--- src/rtl/instr_fetch_if.sv ---
// Instruction-memory request/response bus between the fetch stage (master)
// and instruction memory (slave).
interface instr_fetch_if;
    logic [31:0] imAddr;
    logic        imReq;
    logic        imValid;
    logic [31:0] imData;

    modport master (
        output imAddr,
        output imReq,
        input  imValid,
        input  imData
    );

    modport slave (
        input  imAddr,
        input  imReq,
        output imValid,
        output imData
    );
endinterface

--- src/rtl/instr_fetch.sv ---
// Fetch stage: owns the PC, fetches over the req/valid bus, holds the word for decode.
// Optional macro ALIGN_CHECK_EN: misaligned next-PC traps into a sticky ERR state.
module instr_fetch #(
    parameter logic [31:0] RESET_PC = 32'h0000_0000
) (
    input  logic          clk,
    input  logic          rstN,
    instr_fetch_if.master im,
    output logic [31:0]   instr,
    output logic          instrValid,
    output logic [31:0]   pc,
    output logic [31:0]   linkAddr,
    input  logic          commit,
    input  logic [1:0]    pcSrcCtrl,
    input  logic [25:0]   jAddr,
    input  logic [31:0]   imm,
    input  logic [31:0]   jrTarget,
    input  logic          aluZero,
    output logic          fetchErr
);

`ifdef ALIGN_CHECK_EN
    typedef enum logic [1:0] {IDLE, FETCH, READY, ERR} state_t;
`else
    typedef enum logic [1:0] {IDLE, FETCH, READY} state_t;
`endif

    typedef enum logic [1:0] {PC_INC4 = 2'd0, PC_J = 2'd1, PC_JR = 2'd2, PC_BNE = 2'd3} pc_src_t;

    state_t      state_q, state_d;
    logic [31:0] pc_q, pc_d;
    logic [31:0] instr_q, instr_d;
    logic        valid_q, valid_d;
    logic [31:0] pc4;
    logic [31:0] target;
    logic [31:0] nextPc;
`ifdef ALIGN_CHECK_EN
    logic        err_q, err_d;
    logic        misaligned;
`endif

    always_comb begin
        pc4 = pc_q + 32'd4;
        case (pcSrcCtrl)
            PC_J:    target = {pc4[31:28], jAddr, 2'b00};
            PC_JR:   target = jrTarget;
            PC_BNE:  target = aluZero ? pc4 : pc4 + {imm[29:0], 2'b00};
            default: target = pc4;
        endcase
    end

`ifdef ALIGN_CHECK_EN
    assign nextPc     = target;
    assign misaligned = |target[1:0];
    assign fetchErr   = err_q;
`else
    assign nextPc     = {target[31:2], 2'b00};
    assign fetchErr   = 1'b0;
`endif

    always_ff @(posedge clk or negedge rstN) begin
        if (!rstN) begin
            state_q <= IDLE;
            pc_q    <= RESET_PC;
            instr_q <= '0;
            valid_q <= 1'b0;
`ifdef ALIGN_CHECK_EN
            err_q   <= 1'b0;
`endif
        end else begin
            state_q <= state_d;
            pc_q    <= pc_d;
            instr_q <= instr_d;
            valid_q <= valid_d;
`ifdef ALIGN_CHECK_EN
            err_q   <= err_d;
`endif
        end
    end

    always_comb begin
        state_d = state_q;
        pc_d    = pc_q;
        instr_d = instr_q;
        valid_d = valid_q;
`ifdef ALIGN_CHECK_EN
        err_d   = err_q;
`endif
        case (state_q)
            IDLE: state_d = FETCH;
            FETCH: begin
                if (im.imValid) begin
                    instr_d = im.imData;
                    valid_d = 1'b1;
                    state_d = READY;
                end
            end
            READY: begin
                if (commit && valid_q) begin
                    valid_d = 1'b0;
`ifdef ALIGN_CHECK_EN
                    // A bad target leaves the PC at the offending instruction.
                    if (misaligned) begin
                        err_d   = 1'b1;
                        state_d = ERR;
                    end else begin
                        pc_d    = nextPc;
                        state_d = FETCH;
                    end
`else
                    pc_d    = nextPc;
                    state_d = FETCH;
`endif
                end
            end
`ifdef ALIGN_CHECK_EN
            ERR: valid_d = 1'b0;
`endif
            default: state_d = IDLE;
        endcase
    end

    // Request is a pure state decode so asynchronous reset drops it at once.
    assign im.imReq    = (state_q == FETCH);
    assign im.imAddr   = pc_q;
    assign instr       = instr_q;
    assign instrValid  = valid_q;
    assign pc          = pc_q;
    assign linkAddr    = pc4;

endmodule
--- src/flat_wrapper.sv ---
// flat-port wrapper written by rule: the top's interface ports become plain ports
module instr_fetch_flat 
#(
    parameter logic [31:0] RESET_PC = 32'h0000_0000
)
  (clk, rstN, instr, instrValid, pc, linkAddr, commit, pcSrcCtrl, jAddr, imm, jrTarget, aluZero, fetchErr, im_imAddr, im_imReq, im_imValid, im_imData);
  instr_fetch_if im_i ();
  input  logic clk;
  input  logic rstN;
  output logic [31:0] instr;
  output logic instrValid;
  output logic [31:0] pc;
  output logic [31:0] linkAddr;
  input  logic commit;
  input  logic [1:0] pcSrcCtrl;
  input  logic [25:0] jAddr;
  input  logic [31:0] imm;
  input  logic [31:0] jrTarget;
  input  logic aluZero;
  output logic fetchErr;
  output wire logic [$bits(im_i.imAddr)-1:0] im_imAddr;
  output wire logic [$bits(im_i.imReq)-1:0] im_imReq;
  input wire logic [$bits(im_i.imValid)-1:0] im_imValid;
  input wire logic [$bits(im_i.imData)-1:0] im_imData;
  assign im_imAddr = im_i.imAddr;
  assign im_imReq = im_i.imReq;
  assign im_i.imValid = im_imValid;
  assign im_i.imData = im_imData;
  instr_fetch #(.RESET_PC(RESET_PC)) u_core (.clk(clk), .rstN(rstN), .im(im_i), .instr(instr), .instrValid(instrValid), .pc(pc), .linkAddr(linkAddr), .commit(commit), .pcSrcCtrl(pcSrcCtrl), .jAddr(jAddr), .imm(imm), .jrTarget(jrTarget), .aluZero(aluZero), .fetchErr(fetchErr));
endmodule
--- config.mk ---
export PLATFORM = sky130hd
export DESIGN_NAME = instr_fetch_flat
export DESIGN_NICKNAME = d
export VERILOG_FILES = /design/src/rtl/instr_fetch_if.sv /design/src/rtl/instr_fetch.sv /design/src/flat_wrapper.sv
export SDC_FILE = /design/constraint.sdc
export NUM_CORES = 1
export LEC_CHECK = 0
export CAP_MARGIN = 20
export CORE_MARGIN = 2
export CORE_UTILIZATION = 39
export DETAILED_ROUTE_END_ITERATION = 10
export PLACE_DENSITY = 0.78
export SETUP_SLACK_MARGIN = 0.3
export SLEW_MARGIN = 10
export SYNTH_ARGS = -nofsm -noshare
export SYNTH_HDL_FRONTEND = slang
export SYNTH_SLANG_ARGS = --single-unit
--- constraint.sdc ---
create_clock -name clk -period 3.45 [get_ports clk]
set_input_delay 0.69 -clock clk [delete_from_list [all_inputs] [get_ports clk]]
set_output_delay 0.69 -clock clk [all_outputs]
set_load 0.02 [all_outputs]
==> results of run 1 <==
## critical path, stage by stage (launching register included)
cell and delay (ns):
sky130_fd_sc_hd__dfrtp_2 0.36, sky130_fd_sc_hd__and4_4 0.24, sky130_fd_sc_hd__and4_4 0.22, sky130_fd_sc_hd__buf_6 0.10, sky130_fd_sc_hd__and2_4 0.15, sky130_fd_sc_hd__nand4_1 0.13, sky130_fd_sc_hd__xnor2_2 0.18, sky130_fd_sc_hd__ha_1 0.34
sky130_fd_sc_hd__a31o_2 0.22, sky130_fd_sc_hd__a221o_1 0.32, sky130_fd_sc_hd__nand3_2 0.11, sky130_fd_sc_hd__o21ba_4 0.18, sky130_fd_sc_hd__o31a_1 0.25, sky130_fd_sc_hd__o21a_1 0.18, sky130_fd_sc_hd__o31ai_2 0.22, sky130_fd_sc_hd__nor2_1 0.08
sky130_fd_sc_hd__nor3_2 0.19
## synth_stat cells (4+ instances only)
master	instances	area (um^2)
sky130_fd_sc_hd__nand2_1	82	308
sky130_fd_sc_hd__dfrtp_1	65	1630
sky130_fd_sc_hd__a21oi_1	59	295
sky130_fd_sc_hd__o21ai_0	50	250
sky130_fd_sc_hd__nor2_1	43	161
sky130_fd_sc_hd__buf_4	37	278
sky130_fd_sc_hd__xnor2_1	36	315
sky130_fd_sc_hd__ha_1	35	438
sky130_fd_sc_hd__mux2_2	34	383
sky130_fd_sc_hd__nand3_1	26	130
sky130_fd_sc_hd__clkbuf_1	24	90.1
sky130_fd_sc_hd__inv_1	13	48.8
sky130_fd_sc_hd__a21o_1	12	90.1
sky130_fd_sc_hd__xor2_1	11	96.3
sky130_fd_sc_hd__nand4_1	9	56.3
sky130_fd_sc_hd__and2_1	8	50.1
sky130_fd_sc_hd__and3_1	8	50.1
sky130_fd_sc_hd__mux2i_1	8	80.1
sky130_fd_sc_hd__buf_2	7	35.0
sky130_fd_sc_hd__nor3_1	7	35.0
sky130_fd_sc_hd__a22oi_1	6	45.0
sky130_fd_sc_hd__a31oi_1	6	37.5
sky130_fd_sc_hd__nand2b_1	6	37.5
sky130_fd_sc_hd__and4_1	5	43.8
sky130_fd_sc_hd__mux4_2	5	113
sky130_fd_sc_hd__nor2b_1	5	31.3
sky130_fd_sc_hd__o21a_1	5	37.5
sky130_fd_sc_hd__o31ai_1	5	37.5
sky130_fd_sc_hd__a211oi_1	4	30.0
sky130_fd_sc_hd__o22ai_1	4	25.0
sky130_fd_sc_hd__or4_1	4	30.0
## logic make-up (layout without fill, tap and decap cells)
kind of cell / count (synthesis) / after routing / share of synthesized area (%)
AOI/OAI and AO/OA: 201 / 201 / 21.8
xor gates and xnor gates: 47 / 47 / 6.94
adders and majority gates: 36 / 36 / 7.72
buffers and inverters: 89 / 423 / 8.29
DFF: 65 / 65 / 27.4
muxes: 47 / 47 / 9.71
other: 1 / 8 / 0.0632
and+or+nand+nor: 220 / 220 / 18.1
## layout by cell type, fill, tap and decap left out, types with 5 or more instances in the layout
cell,count
sky130_fd_sc_hd__o21ai_1,9
sky130_fd_sc_hd__mux4_2,5
sky130_fd_sc_hd__and3_1,5
sky130_fd_sc_hd__buf_4,133
sky130_fd_sc_hd__nor2b_1,5
sky130_fd_sc_hd__xnor2_1,14
sky130_fd_sc_hd__nand4_1,9
sky130_fd_sc_hd__clkdlybuf4s50_1,228
sky130_fd_sc_hd__nand3_2,5
sky130_fd_sc_hd__inv_1,12
sky130_fd_sc_hd__mux2_2,33
sky130_fd_sc_hd__nand2_1,75
sky130_fd_sc_hd__a21oi_1,47
sky130_fd_sc_hd__a22oi_1,6
sky130_fd_sc_hd__xnor2_2,14
sky130_fd_sc_hd__nor3_1,5
sky130_fd_sc_hd__a21o_1,12
sky130_fd_sc_hd__dfrtp_1,52
sky130_fd_sc_hd__clkbuf_16,9
sky130_fd_sc_hd__dfrtp_2,13
sky130_fd_sc_hd__nand3_1,19
sky130_fd_sc_hd__a21oi_2,8
sky130_fd_sc_hd__o21a_1,5
sky130_fd_sc_hd__ha_1,23
sky130_fd_sc_hd__nor2_2,6
sky130_fd_sc_hd__conb_1,7
sky130_fd_sc_hd__ha_4,9
sky130_fd_sc_hd__xor2_1,6
sky130_fd_sc_hd__buf_6,8
sky130_fd_sc_hd__o21ai_0,38
sky130_fd_sc_hd__dlygate4sd2_1,10
sky130_fd_sc_hd__mux2i_1,8
sky130_fd_sc_hd__xnor2_4,8
sky130_fd_sc_hd__nor2_1,37
## per-stage QoR
| step | TNS, ns | utilization [%] |
|---|---|---|
| after floorplan | -0.875 | - |
| after global placement | -2.25 | 63.2 |
| after detailed placement | -3.05 | 63.2 |
| after CTS | -0.0813 | 67.1 |
| after global routing | -0.620 | 70.0 |
| final | -0.0898 | 70.0 |
## power groups by stage
stage / clock (W) / sequential [W] / combinational, W
detailed placement: 0 / 0.00141 / 0.00606
global placement: 0 / 0.00137 / 0.00599
global route: 0.00106 / 0.00146 / 0.00714
finish: 0.00102 / 0.00142 / 0.00673
CTS: 0.00103 / 0.00140 / 0.00627
floorplan: 0 / 0.00195 / 0.00289
## path summary, 6_finish.rpt
kind,endpoint,depth (start not counted),from
min in group clk,u_core.instr[18]$_DFFE_PN0P_,1,u_core.instr[18]$_DFFE_PN0P_
worst min-delay path,u_core.instr[9]$_DFFE_PN0P_,1,rstN
worst max-delay path,u_core.im.imAddr[27]$_DFFE_PN0P_,16,u_core.im.imAddr[4]$_DFFE_PN0P_
max in group asynchronous,u_core.im.imAddr[12]$_DFFE_PN0P_,2,rstN
worst min register to register,u_core.instr[18]$_DFFE_PN0P_,1,u_core.instr[18]$_DFFE_PN0P_
worst max register to register,u_core.im.imAddr[27]$_DFFE_PN0P_,16,u_core.im.imAddr[4]$_DFFE_PN0P_
## flip-flops by register name (all words and copies together) (netlist names)
name	count
u_core.instr	32
u_core.im.imAddr	30
u_core.state_q	2
u_core.instrValid	1
## layer usage
layer / part of all wire, % / vias to the layer above
met4: 2.8 / 0
met3: 8.1 / 44
met1: 38 / 3302
met2: 51 / 348
met5: 0 / -
li1: - / 3211
## cell type report
class	instances	area (um^2)	share of cell area [%]
Timing Repair Buffer	392	3610	34.3
Antenna cell	1	2.50	0.0238
Multi-Input combinational cell	558	4650	44.2
Clock buffer	9	225	2.14
Sequential cell	65	1640	15.6
Clock inverter	7	100	0.951
Tap cell	188	235	2.24
Inverter	15	56.3	0.535
## timing repair
action / 4_1_cts / 5_1_grt
pin swaps: 24 / 37
setup endpoints to repair: 38 / 29
gates cloned: 0 / 0
setup buffers: 8 / 12
resized for setup: 81 / 75
==> impl_metrics.csv, run 1 <==
group,metric,value,unit
logic_synthesis,synthesis.area_per_instance,8.40,um^2
grt,grt.overflow.total,0,
pwr,irDropWorstVdd,465,uV
finish,instances_no_fill,1235,
sta,achievable-frequency,285,MHz
sta,timing.clock.skew,0.00677,ns
placed_design,gp_congestion,0.920,
sta,pins_over_their_slew_limit,0,
clocking,worstSkewPairLatency,0.34,ns
pwr,p_per_area,871,nW/um^2
route,via_per_inst,5.59,
clocking,cts-root-buf,"sky130_fd_sc_hd__clkbuf_16",
logic_synthesis,async_reset_ff_share,100,%
route,routed_wire_length_per_instance,19.3,um
hold_path,hp-class,"in2async",
placed_design,area_after_dpl,9500,um^2
route,drtPass1Iterations,7,
floorplanning,die_width,127,um
pwr,switchingPower,0.00401,W
pwr,power_frac_clock,11.2,%
sta,finalWorstPathRequiredPeriod,3.51,ns
floorplanning,fp.coreArea,15000,um^2
setup_path,crit_path_end_kind,"flip-flop",
floorplanning,die_area,16200,um^2
setup_path,path_max_fanout,3,
route,ant_nets,0,
logic_synthesis,number_of_distinct_library_cell_variants_in_the_gate_level_netlist_after_synthesis,78,
route,drc,0,
clocking,clock-sinks,65,
pwr,sequential_power_share,15.5,%
logic_synthesis,synth-warning-count,0,
finish,nNetsFinal,1206,
sta,period_share,102,%
outcome,failed_checks,"negative setup slack",
pwr,internal_power,0.00516,W
run,drv_cap,0,
logic_synthesis,ys_ff_latch,65,
pwr,p_comb_share,73.4,%
floorplanning,io-pin-count,260,
grt,vias_in_the_first_global_route,6745,
logic_synthesis,ys_dominant_reg_cell,"sky130_fd_sc_hd__dfrtp_1",
sta,timing.final.ws_setup,-0.0648,ns
placed_design,total_of_buffers_placed_on_input_and_output_ports,248,
finish,final_layout_size_suffix_gt1_share,32.2,%
setup_path,worst-setup-path-type,"reg2reg",
grt,gr-max-usage-layer,"met2",
logic_synthesis,count_of_flip_flops_with_a_built_in_enable_after_synthesis,0,
sta,max-slew-margin-rel,46.5,%
outcome,status,"finished, violations left",
route,detailroute.via_count,6905,
finish,fin_area,10500,um^2
grt,global_route_wire_length_before_repair,35.5,mm
clocking,clock_tree_from_tritoncts,"built",
logic_synthesis,synth-seq-area-share,27.4,%
floorplanning,row_count,45,
clocking,htree_num_levels,3,
finish,layout-area-overhead-vs-synth,77.4,%
finish,fillers,1134,
setup_path,worstPathArrival,3.77,ns
setup_path,timing.critical_path.from_type,"flip-flop",
grt,antenna_found_initial,1,
floorplanning,die-height,127,um
grt,grt.met2_usage,50.1,%
logic_synthesis,post_synth_inst_count,706,
route,detail_route.wirelength,23.9,mm
route,drtIter0Drc,494,
placed_design,dp.final_hpwl,17.9,mm
sta,report.final.hold_viol_count,0,
sta,worst_slew_pin_slew,0.803,ns
clocking,post_cts_hold_buffer_count,0,
logic_synthesis,mappedNetlistArea,5930,um^2
clocking,cts.reportedPaths.clkPinSlew,0.06,ns
floorplanning,initial_utilization,39.4,%
setup_path,reg2reg_setup_slack,-0.06,ns
clocking,clockBufferDepth,2,
sta,timing.hold.ws,0.435,ns
grt,grt_util_all_layers,28.1,%
pwr,design_power_total,0.00917,W
grt,grt_max_degree,40,
pwr,power.switching_fraction,43.7,%
clocking,clock_buffer_count_from_cts,9,
sta,setup_viol_count_final,2,
sta,grt_setup_unrepaired,"yes",
placed_design,post-place-ws,-0.392,ns
grt,global_route.usage.met3,4.90,%
setup_path,critPathRequiredTime,3.71,ns
placed_design,dp.cells,1198,
pwr,power.static_leakage,4.56,nW
grt,met1_track_demand_over_resource_in_global_routing,34.1,%
(Power assumes the default switching activity.)
==> run 2: changes to the inputs <==
CTS_BUF_LIST = sky130_fd_sc_hd__clkbuf_16   (was not set)
==> results of run 2 <==
Final layout, timing and power as in run 1 (identical DEF).
==> run 3: changes to the inputs <==
CELL_PAD_IN_SITES_DETAIL_PLACEMENT = 0   (was not set)
CELL_PAD_IN_SITES_GLOBAL_PLACEMENT = 1   (was not set)
CORE_UTILIZATION = 28   (was 39)
PLACE_DENSITY = not set   (was 0.78)
PLACE_DENSITY_LB_ADDON = 0.1   (was not set)
==> run 3 against run 2 <==
The run still ends with negative setup slack left. Core utilization decreased by 16 points. Clock power about the same. Setup slack got worse by 0.069 ns. Register-to-register slack got worse by 0.07 ns. Clock skew increased by 0.0046 ns. Clock-buffer cell count unchanged. Sequential cell count unchanged. Sequential power about the same. First-iteration DRC count decreased by 28%. Critical path type unchanged. Largest power group unchanged. Highest routed layer unchanged.
==> impl_metrics.csv, run 3 (same netlist as run 1, synthesis figures left out) <==
group,metric,value,unit
pwr,switchingPower,0.00418,W
outcome,failed_checks,"negative setup slack",
finish,final_common_cell,"sky130_fd_sc_hd__clkdlybuf4s50_1",
sta,finalWorstPathRequiredPeriod,3.58,ns
floorplanning,initial_utilization,28.4,%
clocking,clock_tree_from_tritoncts,"built",
sta,setup-tns-final,-0.259,ns
setup_path,reg2reg_setup_slack,-0.13,ns
clocking,clock-sinks,65,
sta,grt_setup_unrepaired,"yes",
placed_design,dp.final_hpwl,20.1,mm
grt,vias_in_the_first_global_route,7084,
sta,period_share,104,%
clocking,cts.reportedPaths.clkPinSlew,0.07,ns
sta,achievable-frequency,279,MHz
pwr,power.static_leakage,4.82,nW
floorplanning,die_width,150,um
sta,worst_slew_pin_slew,0.786,ns
pwr,irDropWorstVdd,304,uV
grt,antenna_found_initial,0,
pwr,internal_power,0.00548,W
sta,pins_over_their_slew_limit,0,
grt,grt.overflow.total,0,
setup_path,worst-setup-path-type,"reg2reg",
hold_path,hp-class,"in2async",
finish,nNetsFinal,1250,
outcome,status,"finished, violations left",
setup_path,timing.critical_path.from_type,"flip-flop",
clocking,cts-root-buf,"sky130_fd_sc_hd__clkbuf_16",
floorplanning,die_area,22400,um^2
floorplanning,fp.coreArea,20900,um^2
clocking,post_cts_hold_buffer_count,0,
grt,grt_util_all_layers,23.1,%
finish,core_utilization_of_the_finished_layout,53.9,%
pwr,sequential_power_share,14.7,%
placed_design,gp_congestion,0.842,
sta,timing.clock.skew,0.0113,ns
sta,max-slew-margin-rel,47.6,%
route,drc,0,
sta,setup_viol_count_final,2,
run,drv_cap,0,
finish,layout.cells.most_common_list,"226 x sky130_fd_sc_hd__clkdlybuf4s50_1, 169 x sky130_fd_sc_hd__buf_4, 72 x sky130_fd_sc_hd__nand2_1",
setup_path,worstPathArrival,3.85,ns
route,detailroute.via_count,6962,
route,detail_route.wirelength,26.4,mm
grt,global_route_wire_length_before_repair,39.2,mm
pwr,power_frac_clock,10.6,%
sta,report.final.hold_viol_count,0,
route,ant_nets,0,
clocking,htree_num_levels,3,
route,routed_wire_length_per_instance,19.3,um
clocking,worstSkewPairLatency,0.35,ns
route,drtIter0Drc,358,
pwr,power.switching_fraction,43.3,%
sta,timing.final.ws_setup,-0.134,ns
pwr,p_per_area,859,nW/um^2
finish,final_layout_size_suffix_gt1_share,37.7,%
setup_path,path_max_fanout,3,
route,drtPass1Iterations,5,
floorplanning,row_count,53,
route,via_per_inst,5.10,
setup_path,critPathRequiredTime,3.72,ns
clocking,clock_buffer_count_from_cts,9,
pwr,p_comb_share,74.7,%
placed_design,total_of_buffers_placed_on_input_and_output_ports,248,
clocking,clockBufferDepth,2,
grt,grt_max_degree,40,
setup_path,crit_path_end_kind,"flip-flop",
floorplanning,io-pin-count,260,
finish,largest_register_ffs,32,
finish,antenna_cells,0,
floorplanning,die-height,150,um
finish,layout-area-overhead-vs-synth,89.8,%
[run 3: worst paths after layout]
path / start / to / depth (start not counted)
worst max-delay path: u_core.im.imAddr[6]$_DFFE_PN0P_ / u_core.im.imAddr[27]$_DFFE_PN0P_ / 16
worst min-delay path: rstN / u_core.instr[10]$_DFFE_PN0P_ / 1
worst max register to register: u_core.im.imAddr[6]$_DFFE_PN0P_ / u_core.im.imAddr[27]$_DFFE_PN0P_ / 16
worst min register to register: u_core.instrValid$_DFFE_PN0P_ / u_core.instrValid$_DFFE_PN0P_ / 2
max in group asynchronous: rstN / u_core.im.imAddr[28]$_DFFE_PN0P_ / 2
min in group clk: u_core.instrValid$_DFFE_PN0P_ / u_core.instrValid$_DFFE_PN0P_ / 2
[run 3: layout make-up]
type                       instances  area [um^2]
fill                            1912         9640
multi-input combinational        558         4910
timing repair buffer             436         3970
sequential                        65         1640
tap                              275          344
clock buffer                       9          225
clock inverter                     7          103
inverter                          15         58.8
[run 3: critical path: stages (launching register included)]
cell and delay (ns):
sky130_fd_sc_hd__dfrtp_2 0.36, sky130_fd_sc_hd__and4_4 0.24, sky130_fd_sc_hd__and4_4 0.24, sky130_fd_sc_hd__buf_6 0.10, sky130_fd_sc_hd__and2_4 0.14, sky130_fd_sc_hd__nand4_1 0.12, sky130_fd_sc_hd__xnor2_2 0.18, sky130_fd_sc_hd__ha_1 0.32
sky130_fd_sc_hd__a31o_2 0.21, sky130_fd_sc_hd__a221o_1 0.35, sky130_fd_sc_hd__nand3_2 0.13, sky130_fd_sc_hd__o21ba_4 0.18, sky130_fd_sc_hd__o31a_1 0.25, sky130_fd_sc_hd__o21a_1 0.18, sky130_fd_sc_hd__o31ai_2 0.21, sky130_fd_sc_hd__a21oi_1 0.12
sky130_fd_sc_hd__nor3_2 0.18
[run 3: repair_timing]
action / CTS / global route
setup buffers: 27 / 26
setup endpoints to repair: 41 / 37
pin swaps: 70 / 36
gates resized for setup: 142 / 80
[run 3: per-stage QoR]
step           worst slack [ns]  instances  total power [W]  instance area [um^2]  hold WS (ns)
4_1_cts                  -0.158       1339          0.00923                 10700         0.447
2_1_floorplan            -0.344        712          0.00483                  6270         0.394
3_3_place_gp             -0.431       1296          0.00754                  9690         0.483
3_5_place_dp             -0.447       1296          0.00761                  9690         0.489
6_report                 -0.134       1365          0.00966                 11300         0.429
5_1_grt                  -0.258       1365           0.0103                 11300         0.488
[run 3: routing by layer]
layer	GRT usage (%)	vias up	wire, um
met1	28.3	3336	10800
met4	9.00	0	847
met2	40.8	272	13300
met5	0	-	0
li1	-	3294	-
met3	3.08	60	1350
[run 3: power by group through the flow]
stage / logic (W) / clock network, W / registers [W]
floorplan: 0.00289 / 0 / 0.00195
global placement: 0.00615 / 0 / 0.00138
detailed placement: 0.00620 / 0 / 0.00141
CTS: 0.00677 / 0.00104 / 0.00142
global route: 0.00770 / 0.00108 / 0.00148
finish: 0.00722 / 0.00102 / 0.00142
